$ cat src/rtl/pc_gen_pkg.sv
// pc_gen_pkg: shared definitions for the fetch-address generator.
//   - redirect op encodings carried on the 3-bit op bus
//   - FSM state type for pc_gen
//   - instruction size in bytes
package pc_gen_pkg;

    localparam logic [2:0] OP_SEQ  = 3'd0;
    localparam logic [2:0] OP_BR   = 3'd1;
    localparam logic [2:0] OP_J    = 3'd2;
    localparam logic [2:0] OP_JR   = 3'd3;
    localparam logic [2:0] OP_EXC  = 3'd4;
    localparam logic [2:0] OP_ERET = 3'd5;

    typedef enum logic [1:0] {
        BOOT = 2'd0,
        RUN  = 2'd1,
        HOLD = 2'd2
    } pc_state_t;

    localparam int unsigned INSN_BYTES = 4;

endpackage

$ cat src/rtl/pc_gen_npc_target.sv
// npc_target: combinational redirect-target computation and alignment check.
// Ports:
//   i_op        redirect kind (pc_gen_pkg OP_* encodings)
//   i_base_pc   PC of the redirecting instruction
//   i_imm       signed branch word offset
//   i_jidx      jump index field
//   i_reg_tgt   register value for JR
//   i_epc       return address for ERET
//   o_raw       target before the alignment trap is applied
//   o_misalign  JR/ERET target is not word-aligned
//   o_target    target actually used (EXC_VEC when misaligned)
module npc_target
    import pc_gen_pkg::*;
#(
    parameter int unsigned      WIDTH   = 32,
    parameter logic [WIDTH-1:0] EXC_VEC = WIDTH'(32'h0000_4180)
) (
    input  logic [2:0]       i_op,
    input  logic [WIDTH-1:0] i_base_pc,
    input  logic [15:0]      i_imm,
    input  logic [25:0]      i_jidx,
    input  logic [WIDTH-1:0] i_reg_tgt,
    input  logic [WIDTH-1:0] i_epc,
    output logic [WIDTH-1:0] o_raw,
    output logic             o_misalign,
    output logic [WIDTH-1:0] o_target
);

    logic [WIDTH-1:0] w_seq4;
    logic [WIDTH-1:0] w_br_off;

    assign w_seq4   = i_base_pc + WIDTH'(INSN_BYTES);
    // Sign-extended word offset converted to bytes.
    assign w_br_off = {{(WIDTH-18){i_imm[15]}}, i_imm, 2'b00};

    always_comb begin
        o_raw = '0;
        case (i_op)
            OP_BR:   o_raw = w_seq4 + w_br_off;
            OP_J:    o_raw = {w_seq4[WIDTH-1:28], i_jidx, 2'b00};
            OP_JR:   o_raw = i_reg_tgt;
            OP_EXC:  o_raw = EXC_VEC;
            OP_ERET: o_raw = i_epc;
            default: o_raw = '0;
        endcase
    end

    assign o_misalign = ((i_op == OP_JR) || (i_op == OP_ERET)) && (o_raw[1:0] != 2'b00);
    assign o_target   = o_misalign ? EXC_VEC : o_raw;

endmodule

$ cat src/rtl/pc_gen.sv
// pc_gen: sequential fetch-address generator holding the architectural PC.
// Ports:
//   clk, rst_n        clock, asynchronous active-low reset
//   op, op_valid      redirect request (SEQ/BR/J/JR/EXC/ERET)
//   base_pc, imm,     target operands for branches and jumps
//   jidx, reg_tgt,
//   epc
//   stall             pipeline stall, blocks PC advance
//   fetch_ready       instruction memory accepts fetch_pc
//   fetch_valid       fetch_pc is a valid request (registered)
//   fetch_pc          current PC register
//   addr_err          one-cycle pulse after a misaligned target is trapped
//   bad_addr          last misaligned target
module pc_gen
    import pc_gen_pkg::*;
#(
    parameter int unsigned      WIDTH    = 32,
    parameter logic [WIDTH-1:0] RESET_PC = WIDTH'(32'h0000_3000),
    parameter logic [WIDTH-1:0] EXC_VEC  = WIDTH'(32'h0000_4180)
) (
    input  logic             clk,
    input  logic             rst_n,
    input  logic [2:0]       op,
    input  logic             op_valid,
    input  logic [WIDTH-1:0] base_pc,
    input  logic [15:0]      imm,
    input  logic [25:0]      jidx,
    input  logic [WIDTH-1:0] reg_tgt,
    input  logic [WIDTH-1:0] epc,
    input  logic             stall,
    input  logic             fetch_ready,
    output logic             fetch_valid,
    output logic [WIDTH-1:0] fetch_pc,
    output logic             addr_err,
    output logic [WIDTH-1:0] bad_addr
);

    pc_state_t        r_state;
    logic             r_valid;
    logic [WIDTH-1:0] r_pc;
    logic [WIDTH-1:0] r_pend;
    logic             r_err;
    logic [WIDTH-1:0] r_bad;

    logic [WIDTH-1:0] w_raw;
    logic [WIDTH-1:0] w_tgt;
    logic             w_mis;
    logic             w_adv;
    logic             w_exc;
    logic             w_brc;

    pc_state_t        w_nstate;
    logic [WIDTH-1:0] w_npc;
    logic [WIDTH-1:0] w_npend;
    logic             w_trap;

    npc_target #(
        .WIDTH   (WIDTH),
        .EXC_VEC (EXC_VEC)
    ) u_npc_target (
        .i_op       (op),
        .i_base_pc  (base_pc),
        .i_imm      (imm),
        .i_jidx     (jidx),
        .i_reg_tgt  (reg_tgt),
        .i_epc      (epc),
        .o_raw      (w_raw),
        .o_misalign (w_mis),
        .o_target   (w_tgt)
    );

    assign w_adv = r_valid & fetch_ready & ~stall;
    assign w_exc = op_valid & ((op == OP_EXC) | (op == OP_ERET));
    assign w_brc = op_valid & ((op == OP_BR) | (op == OP_J) | (op == OP_JR));

    always_comb begin
        w_nstate = r_state;
        w_npc    = r_pc;
        w_npend  = r_pend;
        w_trap   = 1'b0;
        case (r_state)
            BOOT: begin
                w_nstate = RUN;
            end
            RUN: begin
                if (w_exc) begin
                    w_npc  = w_tgt;
                    w_trap = w_mis;
                end else if (w_brc) begin
                    // A misaligned JR is trapped when issued, even if deferred.
                    w_trap = w_mis;
                    if (w_adv) begin
                        w_npc = w_tgt;
                    end else begin
                        w_npend  = w_tgt;
                        w_nstate = HOLD;
                    end
                end else if (w_adv) begin
                    w_npc = r_pc + WIDTH'(INSN_BYTES);
                end
            end
            HOLD: begin
                // Branch-class ops here are illegal double redirects and ignored.
                if (w_exc) begin
                    w_npc    = w_tgt;
                    w_npend  = '0;
                    w_nstate = RUN;
                    w_trap   = w_mis;
                end else if (w_adv) begin
                    w_npc    = r_pend;
                    w_npend  = '0;
                    w_nstate = RUN;
                end
            end
            default: begin
                w_nstate = BOOT;
            end
        endcase
    end

    always_ff @(posedge clk or negedge rst_n) begin
        if (!rst_n) begin
            r_state <= BOOT;
            r_valid <= 1'b0;
            r_pc    <= RESET_PC;
            r_pend  <= '0;
            r_err   <= 1'b0;
            r_bad   <= '0;
        end else begin
            r_state <= w_nstate;
            r_valid <= (w_nstate != BOOT);
            r_pc    <= w_npc;
            r_pend  <= w_npend;
            r_err   <= w_trap;
            if (w_trap) begin
                r_bad <= w_raw;
            end
        end
    end

    assign fetch_valid = r_valid;
    assign fetch_pc    = r_pc;
    assign addr_err    = r_err;
    assign bad_addr    = r_bad;

endmodule

$ cat config.mk
export PLATFORM = sky130hd
export DESIGN_NAME = pc_gen
export DESIGN_NICKNAME = d
export VERILOG_FILES = /design/src/rtl/pc_gen_pkg.sv /design/src/rtl/pc_gen_npc_target.sv /design/src/rtl/pc_gen.sv
export SDC_FILE = /design/constraint.sdc
export NUM_CORES = 1
export LEC_CHECK = 0
export CAP_MARGIN = 25
export CORE_ASPECT_RATIO = 0.6
export CORE_MARGIN = 1
export CORE_UTILIZATION = 50
export DETAILED_ROUTE_END_ITERATION = 7
export MAX_ROUTING_LAYER = met4
export PLACE_DENSITY = 0.8
export REMOVE_ABC_BUFFERS = 1
export SYNTH_ARGS = -nofsm -noshare
export SYNTH_HDL_FRONTEND = slang
export SYNTH_HIERARCHICAL = 1
export SYNTH_SLANG_ARGS = --single-unit
$ cat constraint.sdc
create_clock -name clk -period 3.8 [get_ports clk]
set_input_delay 0.76 -clock clk [delete_from_list [all_inputs] [get_ports clk]]
set_output_delay 0.76 -clock clk [all_outputs]
set_load 0.02 [all_outputs]
==> results_dict.tcl, run 1 <==
set metrics [dict create \
    fin_nets 1736 \
    p_per_area_nw_per_um2 402.3 \
    required_ps 4020 \
    insertion_delay_ps 360 \
    grt_max_degree 53 \
    cp_max_fo 4 \
    place_area_sq_um 12830 \
    timing.slew.headroom_pct 16.94 \
    drtPass1Iterations 7 \
    numCtsBuffers 9 \
    cts-htree-levels 3 \
    ant_nets 0 \
    antenna_cells 0 \
    tightest_slew_ps 1235 \
    slowest_stage "mux2i_2" \
    ys_seq_area_share_pct 27.05 \
    syn_area_per_cell_sq_um 8.232 \
    grt_overflow 0 \
    finalClockSkew_ps 15.59 \
    hp-class "in -> async" \
    rrSetupSlack_ps 740 \
    dieArea_sq_um 19090 \
    die_y_um 107.4 \
    fin_area_sq_um 15200 \
    final_cell_mix "buf_4 (241), clkdlybuf4s50_1 (184), nand2_1 (158), dfrtp_1 (98), nor2_1 (53)" \
    setup_viol 35 \
    synth-edff-count 0 \
    wl_per_cell_um 25.15 \
    antenna_found_initial 0 \
    die_x_um 177.7 \
    gp_congestion 0.9435 \
    crit-reg2reg-launch "r_state[0]" \
    period_needed_ps 4510 \
    ys.warnings.count 6 \
    clk_pin_slew_ps 70 \
    path_buf_inv 4 \
    netlist_area_sq_um 9261 \
    power.leakage_nw 6.575 \
    violations "setup timing" \
    postSynth.asyncResetShare_pct 100.0 \
    core_sq_um 18110 \
    drive_above_1_share_pct 38.22 \
    irDropWorstVdd_mv 0.2996 \
    track_usage_pct 41.96 \
    final_common_cell "buf_4" \
    vias 12200 \
    area_delta_synth_final_pct 64.12 \
    hold-worst-slack_ps 454.1 \
    drc 0 \
    synth-seq-cells 100 \
    synth_ff_type "dfrtp_1" \
    endpoint "fetch_pc[29]" \
    reg2reg_depth 8 \
    clockRootBuffer "clkbuf_16" \
    dp_slack_ps -1358 \
    cap_violations 0 \
    synth_cells 1125 \
    cts.sinks 100 \
    crit_path_start "base_pc[9]" \
    portBuffers 211 \
    dp_hpwl_um 27770 \
    cts_tree "yes" \
    synth_area_leader_cell "dfrtp_1" \
    path_cells "buf_6 -> and3_4 -> nand3_4 -> buf_8 -> nor2b_4 -> nand3_2 -> xnor2_1 -> ha_1 -> buf_6 -> a21oi_4 -> o21bai_2 -> a21oi_2 -> a311oi_4 -> a211oi_4 -> mux2i_2 -> o211ai_1 -> buf_4 -> o311a_1 -> o31ai_2 -> a211oi_1" \
    num_io_pins 212 \
    hold_buffers 0 \
    rsz0062_at_grt "true" \
    dr.first_iter.drc_count 1632 \
    synth.distinct_cells 100 \
    regToRegEndpoint "fetch_pc[27]" \
    grt_pass1_wl_um 59500 \
    utilization_pct 83.91 \
    drt-total-wl_um 45110 \
    path_depth 20 \
    viasPerCell 6.800 \
    startpoint_type "input port" \
    critPathMaxStageDelay_ps 390 \
    status "finished, violations left" \
    hold_viol_final 0 \
    synthTopCellsByArea "dfrtp_1 (26%), nand2_1 (7.0%), mux2_2 (6.4%)" \
    crit_type "in -> reg" \
    rows 38 \
    synth_top_cell_area_share_pct 26.48 \
    crit_family "compound AO/OA/AOI/OAI gates" \
    slew_viol_final 0 \
    grt_pass1_vias 10740 \
    cp_common_cell "buf_6" \
    fmax_ghz 0.2217 \
    worstSetupEndpointType "register" \
    worst_slack_ps -709.9 \
    final.period_utilization_pct 118.7 \
    crit_arrival_ps 4730 \
    clock_path_buffers 2 \
    start_util_pct 51.13 \
]
## synth_stat cells, types with 8 or more instances
library cell / n
mux2_2: 53
a211oi_1: 10
o22ai_1: 8
a31oi_1: 22
nand2_1: 173
and2_1: 25
nand3_1: 36
o21ai_0: 51
a21oi_1: 73
clkbuf_1: 37
ha_1: 40
nor2b_1: 12
o221ai_1: 13
mux2i_1: 36
nand2b_1: 9
a21o_1: 11
nor3_1: 28
buf_6: 8
inv_1: 25
and3_1: 14
xor2_1: 11
nand4_1: 42
or3_1: 10
xnor2_1: 37
buf_2: 14
nor2_1: 65
dfrtp_1: 98
## what timing repair did
item                                    CTS  global route
endpoints found under the setup margin   65            34
resized for setup                       229           170
pin swaps                               112            89
gates cloned                              0             0
hold endpoints to repair                  0             0
buffers inserted                         42            35
## metal layers
metal  vias to the layer above  global-route usage, %  wire, um
li1                       5028                      -         -
met1                      5769                  57.39     16800
met2                      1105                  61.80     19510
met3                       297                  9.181      6062
met4                         0                  12.94      2737
met5                         -                      -         0
## through the flow
| step | total power [mW] | TNS [ps] | instances |
|---|---|---|---|
| 2_1_floorplan | 3.209 | -5165 | 1054 |
| 3_3_place_gp | 4.482 | -46460 | 1709 |
| 3_5_place_dp | 4.553 | -53620 | 1709 |
| 4_1_cts | 5.676 | -607.2 | 1763 |
| 5_1_grt | 6.372 | -10310 | 1794 |
| 6_report | 6.114 | -8125 | 1794 |
## flip-flops by register name, summed over array words and instances, names as in the netlist
name,flops
bad_addr,32
fetch_pc,32
r_pend,32
r_state,2
addr_err,1
fetch_valid,1
## cells by family after synthesis
family / share of synthesized area, %
AND/OR/NAND/NOR: 24.60
AO/OA/AOI/OAI: 22.06
flip-flops: 27.05
buffers and inverters: 5.553
multiplexers: 10.34
XOR/XNOR: 4.782
adder cells (fa/ha/maj): 5.620
## worst min path at each step
stage	depth (start not counted)	to	startpoint	slack, ps
final	1	bad_addr[17]	rst_n	450
after global routing	2	r_pend[17]	r_pend[17]	490
after CTS	2	r_pend[18]	r_pend[18]	470
after detailed placement	2	r_pend[30]	r_pend[30]	460
after global placement	2	r_pend[14]	r_pend[14]	450
after floorplan	2	r_pend[13]	r_pend[13]	430
## power by group
group / leakage (nW) / internal [mW] / switching (mW)
registers: 1.31 / 1.42 / 0.408
clock network: 0.137 / 0.513 / 0.427
logic: 5.13 / 1.54 / 1.81
total: 6.58 / 3.47 / 2.64
## layout make-up
type	instances	area [sq um]
Sequential cell	100	2505
Tap cell	240	300.3
Timing Repair Buffer	484	4292
Clock buffer	12	236.5
Multi-Input combinational cell	928	7715
Clock inverter	4	51.30
Fill cell	983	2915
Inverter	26	100.1
No activity file was read; power rests on OpenSTA's default activity.
==> run 2, diff against run 1 <==
==> constraint.sdc (replaced) <==
create_clock -name clk -period 3.8 [get_ports clk]
set_input_delay 0.57 -clock clk [delete_from_list [all_inputs] [get_ports clk]]
set_output_delay 0.57 -clock clk [all_outputs]
set_load 0.02 [all_outputs]
==> results_dict.tcl, run 2 (synthesized netlist as in run 1, its figures left out) <==
set metrics [dict create \
    cts.sinks 100 \
    portBuffers 211 \
    clk_pin_slew_ps 70 \
    grt_pass1_vias 10740 \
    crit_type "in -> reg" \
    cts-htree-levels 3 \
    num_io_pins 212 \
    cp_max_fo 3 \
    wl_per_cell_um 23.07 \
    path_cells "clkdlybuf4s15_1 -> nand3_4 -> nand2b_4 -> nor2_4 -> buf_6 -> buf_6 -> nand4_1 -> xnor2_1 -> ha_1 -> a21o_1 -> a31oi_2 -> o21ai_1 -> a222oi_1 -> o211ai_1 -> and2_4 -> mux2_4 -> a22oi_2 -> o22ai_1 -> a221o_1" \
    fmax_ghz 0.2424 \
    power.leakage_nw 6.500 \
    dieArea_sq_um 19090 \
    irDropWorstVdd_mv 0.3513 \
    path_depth 19 \
    n_fill_cell 1107 \
    reg2reg_depth 5 \
    hp-class "in -> async" \
    grt_most_used_layer "met2" \
    viasPerCell 6.524 \
    final_common_cell "buf_4" \
    numCtsBuffers 9 \
    cap_violations 0 \
    tightest_slew_ps 1357 \
    crit_family "compound AO/OA/AOI/OAI gates" \
    switchingPower_mw 2.532 \
    drive_above_1_share_pct 35.08 \
    hold_viol_final 0 \
    timing.slew.headroom_pct 8.666 \
    dp_hpwl_um 27850 \
    area_delta_synth_final_pct 59.48 \
    setup_viol 12 \
    final_cell_mix "buf_4 (240), clkdlybuf4s50_1 (185), nand2_1 (164), dfrtp_1 (98), nor2_1 (54)" \
    vias 11630 \
    fin_nets 1724 \
    grt_overflow 0 \
    drt-total-wl_um 41110 \
    worstSetupEndpointType "register" \
    crit_arrival_ps 4350 \
    instances_no_fill 1782 \
    rows 38 \
    dp_slack_ps -1093 \
    dr.first_iter.drc_count 1483 \
    rsz0062_at_grt "true" \
    worst_slack_ps -326.1 \
    required_ps 4020 \
    met1_usage_pct 56.51 \
    setup_tns_ps -1246 \
    insertion_delay_ps 350 \
    grt_pass1_wl_um 58260 \
    die_x_um 177.7 \
    core_sq_um 18110 \
    clockRootBuffer "clkbuf_16" \
    path_buf_inv 3 \
    p_comb_share_pct 54.2 \
    critPathMaxStageDelay_ps 370 \
    p_sw_share_pct 42.87 \
    drc 0 \
    grt_max_degree 63 \
    slew_viol_final 0 \
    pwr-share-clk_pct 15.1 \
    seqPwrFrac_pct 30.7 \
    antenna_found_initial 0 \
    p_int_mw 3.374 \
    period_needed_ps 4126 \
    seq_area_sq_um 2505 \
    multi_input_area_sq_um 7422 \
    grt.met3_usage_pct 9.145 \
    track_usage_pct 40.74 \
    start_util_pct 51.13 \
    drtPass1Iterations 6 \
    finalClockSkew_ps 11.56 \
    power_mw 5.906 \
    antenna_cells 0 \
    grt_use_met2_pct 59.60 \
    place_area_sq_um 12890 \
    cts_tree "yes" \
    violations "setup timing" \
    die_y_um 107.4 \
    status "finished, violations left" \
    clock_path_buffers 2 \
    dp_cells 1718 \
    p_per_area_nw_per_um2 399.9 \
    fin_area_sq_um 14770 \
    gp_congestion 0.9447 \
    ant_nets 0 \
    cp_common_cell "buf_6" \
    slowest_stage "a222oi_1" \
    final.period_utilization_pct 108.6 \
    startpoint_type "input port" \
]
## run 2: cell count changes in the layout (fill, tap and decap cells not counted), sizes merged
cell,change
clkinvlp,+1
clkbuf,-6
buf,-11
clkdlybuf4s50,+1
dlymetal6s2s,+5
clkdlybuf4s15,+4
dlygate4sd2,-6
clkinv,+1
bufinv,-1
## run 2: routing by layer
layer / vias to the layer above / part of all wire (%)
met2: 941 / 43
li1: 4989 / -
met4: 0 / 4.3
met3: 196 / 13
met1: 5500 / 39
met5: - / 0
## run 2: power groups by stage
stage	clock network, mW	registers, mW	logic, mW
6_report	0.891	1.81	3.20
5_1_grt	0.937	1.86	3.40
4_1_cts	0.892	1.79	2.93
3_5_place_dp	0	1.80	2.79
3_3_place_gp	0	1.79	2.73
2_1_floorplan	0	1.95	1.26
## run 2: path summary, 6_finish.rpt
path                             start      endpoint  slack (ps)
setup / recovery           base_pc[10]  fetch_pc[27]        -330
hold / removal                   rst_n   fetch_pc[6]         310
setup reg to reg           fetch_pc[2]  fetch_pc[18]         930
hold reg to reg              r_pend[2]     r_pend[2]         480
max in group asynchronous        rst_n  bad_addr[26]        2680
min in group clk             r_pend[2]     r_pend[2]         480
## run 2: cell type report
cell class	instances	share of cell area, %
well taps	240	2.033
clock buffers	11	1.643
repair buffers	472	28.20
inverters	26	0.6607
multi-input cells	928	50.25
flip-flops and latches	100	16.96
clock inverters	5	0.2541
## run 2: per-stage QoR
| stage | utilization, % | hold slack (ps) |
|---|---|---|
| 2_1_floorplan | - | 274.4 |
| 3_3_place_gp | 71.18 | 444.4 |
| 3_5_place_dp | 71.18 | 456.0 |
| 4_1_cts | 77.21 | 332.8 |
| 5_1_grt | 81.54 | 361.4 |
| 6_report | 81.54 | 308.2 |
## run 2: repair_timing
item | in CTS | in global routing
buffers inserted | 36 | 13
hold endpoints to repair | 0 | 0
resized for setup | 190 | 131
setup endpoints to repair | 55 | 27
pin swaps | 90 | 74
hold buffers | 0 | 0
==> run 3, diff against run 2 <==
--- a/config.mk
+++ b/config.mk
@@ -10,8 +10,8 @@
 export CORE_MARGIN = 1
 export CORE_UTILIZATION = 50
 export DETAILED_ROUTE_END_ITERATION = 7
+export DONT_BUFFER_PORTS = 1
 export MAX_ROUTING_LAYER = met4
-export PLACE_DENSITY = 0.8
 export REMOVE_ABC_BUFFERS = 1
 export SYNTH_ARGS = -nofsm -noshare
 export SYNTH_HDL_FRONTEND = slang
==> constraint.sdc (replaced) <==
create_clock -name clk -period 4.3 [get_ports clk]
set_input_delay 0.645 -clock clk [delete_from_list [all_inputs] [get_ports clk]]
set_output_delay 0.645 -clock clk [all_outputs]
set_load 0.02 [all_outputs]
==> results_dict.tcl, run 3 (synthesized netlist as in run 1, its figures left out) <==
set metrics [dict create \
    pwr-share-clk_pct 20.0 \
    p_sw_share_pct 44.22 \
    worstSetupEndpointType "register" \
    cp_max_fo 6 \
    status "completed" \
    start_util_pct 51.13 \
    switchingPower_mw 1.960 \
    required_ps 4550 \
    instances_no_fill 1446 \
    p_int_mw 2.473 \
    clockRootBuffer "clkbuf_16" \
    rsz0062_at_grt "true" \
    fin_nets 1390 \
    track_usage_pct 36.96 \
    core_sq_um 18110 \
    grt_pass1_vias 8573 \
    hold-worst-slack_ps 124.1 \
    clk_pin_slew_ps 80 \
    period_needed_ps 4170 \
    hp-class "in -> async" \
    area_delta_synth_final_pct 14.85 \
    dp_hpwl_um 25440 \
    dp_slack_ps -294.1 \
    regToRegEndpoint "bad_addr[3]" \
    cts.sinks 100 \
    slowest_stage "or4_1" \
    startpoint_type "input port" \
    timing.slew.headroom_pct 32.47 \
    reg2reg_depth 7 \
    wl_per_cell_um 23.53 \
    final.period_utilization_pct 96.98 \
    ant_nets 0 \
    fin_area_sq_um 10640 \
    cts-htree-levels 3 \
    drive_above_1_share_pct 22.22 \
    irDropWorstVdd_mv 0.2903 \
    vias 9321 \
    antenna_found_initial 0 \
    critPathMaxStageDelay_ps 510 \
    place_area_sq_um 10190 \
    worst_slack_ps 129.9 \
    gp_congestion 1.019 \
    rrSetupSlack_ps 1330 \
    viasPerCell 6.446 \
    cp_common_cell "buf_4" \
    cts_tree "yes" \
    grt_overflow 0 \
    dp_cells 1430 \
    die_x_um 177.7 \
    dr.first_iter.drc_count 1163 \
    grt_max_degree 99 \
    crit-reg2reg-launch "r_state[1]" \
    crit_arrival_ps 4430 \
    multi_input_area_sq_um 6361 \
    clock_path_buffers 2 \
    drt-total-wl_um 34030 \
    p_per_area_nw_per_um2 416.8 \
    crit_type "in -> reg" \
    numCtsBuffers 9 \
    path_cells "and3_1 -> nand3_2 -> nand2b_1 -> buf_4 -> xnor2_1 -> buf_4 -> ha_2 -> nand2_2 -> or4_1 -> a21o_1 -> a21oi_4 -> o31a_1 -> o211ai_1 -> and2_1 -> mux2_2 -> a22oi_1 -> o22ai_1 -> a221o_1" \
    portBuffers 0 \
    seq_area_sq_um 2505 \
    power_mw 4.434 \
    p_comb_share_pct 38.5 \
    utilization_pct 58.72 \
    cap_violations 0 \
    hold_viol_final 0 \
    n_fill_cell 1649 \
    antenna_cells 0 \
    setup_tns_ps 0 \
    seqPwrFrac_pct 41.5 \
    grt_pass1_wl_um 51270 \
    slew_viol_final 0 \
    final_cell_mix "nand2_1 (173), buf_4 (136), dfrtp_1 (98), a21oi_1 (69), nor2_1 (64)" \
    die_y_um 107.4 \
    tightest_slew_ps 1013 \
    num_io_pins 212 \
    finalClockSkew_ps 16.01 \
    rows 38 \
    final_common_cell "nand2_1" \
    setup_viol 0 \
    dieArea_sq_um 19090 \
    drc 0 \
    insertion_delay_ps 370 \
    power.leakage_nw 4.731 \
    fmax_ghz 0.2398 \
    drtPass1Iterations 5 \
]
run 3: critical path: cells and delay by family:
| family | cells | cell delay (ps) |
|---|---|---|
| fa+ha+maj | 1 | 380 |
| compound gates | 7 | 1330 |
| mux | 1 | 260 |
| buf+inv | 2 | 310 |
| simple gates | 6 | 1350 |
| xor+xnor | 1 | 150 |
run 3: power by group through the flow:
stage	Clock, mW	Sequential (mW)	Combinational [mW]
floorplan	0	1.72	1.12
global placement	0	1.84	1.61
detailed placement	0	1.85	1.63
CTS	0.898	1.83	1.66
global route	0.929	1.89	1.87
finish	0.885	1.84	1.71
run 3: routing by layer:
layer,routed length [um],vias up,global-route usage [%]
met5,0,-,-
met4,418,0,5.922
met3,3567,27,10.70
met2,13620,465,49.19
met1,16420,4506,54.97
li1,-,4323,-
run 3: final cells by class:
| class | instances | share of cell area, % |
|---|---|---|
| Sequential cell | 100 | 23.55 |
| Tap cell | 240 | 2.823 |
| Clock buffer | 9 | 2.117 |
| Clock inverter | 5 | 0.7411 |
| Multi-Input combinational cell | 928 | 59.80 |
| Timing Repair Buffer | 138 | 10.05 |
| Inverter | 26 | 0.9175 |
run 3: what timing repair did:
item	in CTS	in global routing
buffers inserted	0	1
gates resized for setup	0	28
endpoints found under the setup margin	0	19
endpoints found under the hold margin	98	0
hold buffers	1	0
run 3: how the worst max path moves through the flow:
stage	startpoint	endpoint	slack, ps
finish	base_pc[7]	fetch_pc[27]	130
floorplan	base_pc[7]	fetch_pc[28]	120
CTS	base_pc[7]	fetch_pc[28]	60
global route	base_pc[7]	fetch_pc[15]	-20
global placement	base_pc[2]	fetch_pc[29]	-260
detailed placement	base_pc[7]	fetch_pc[28]	-290
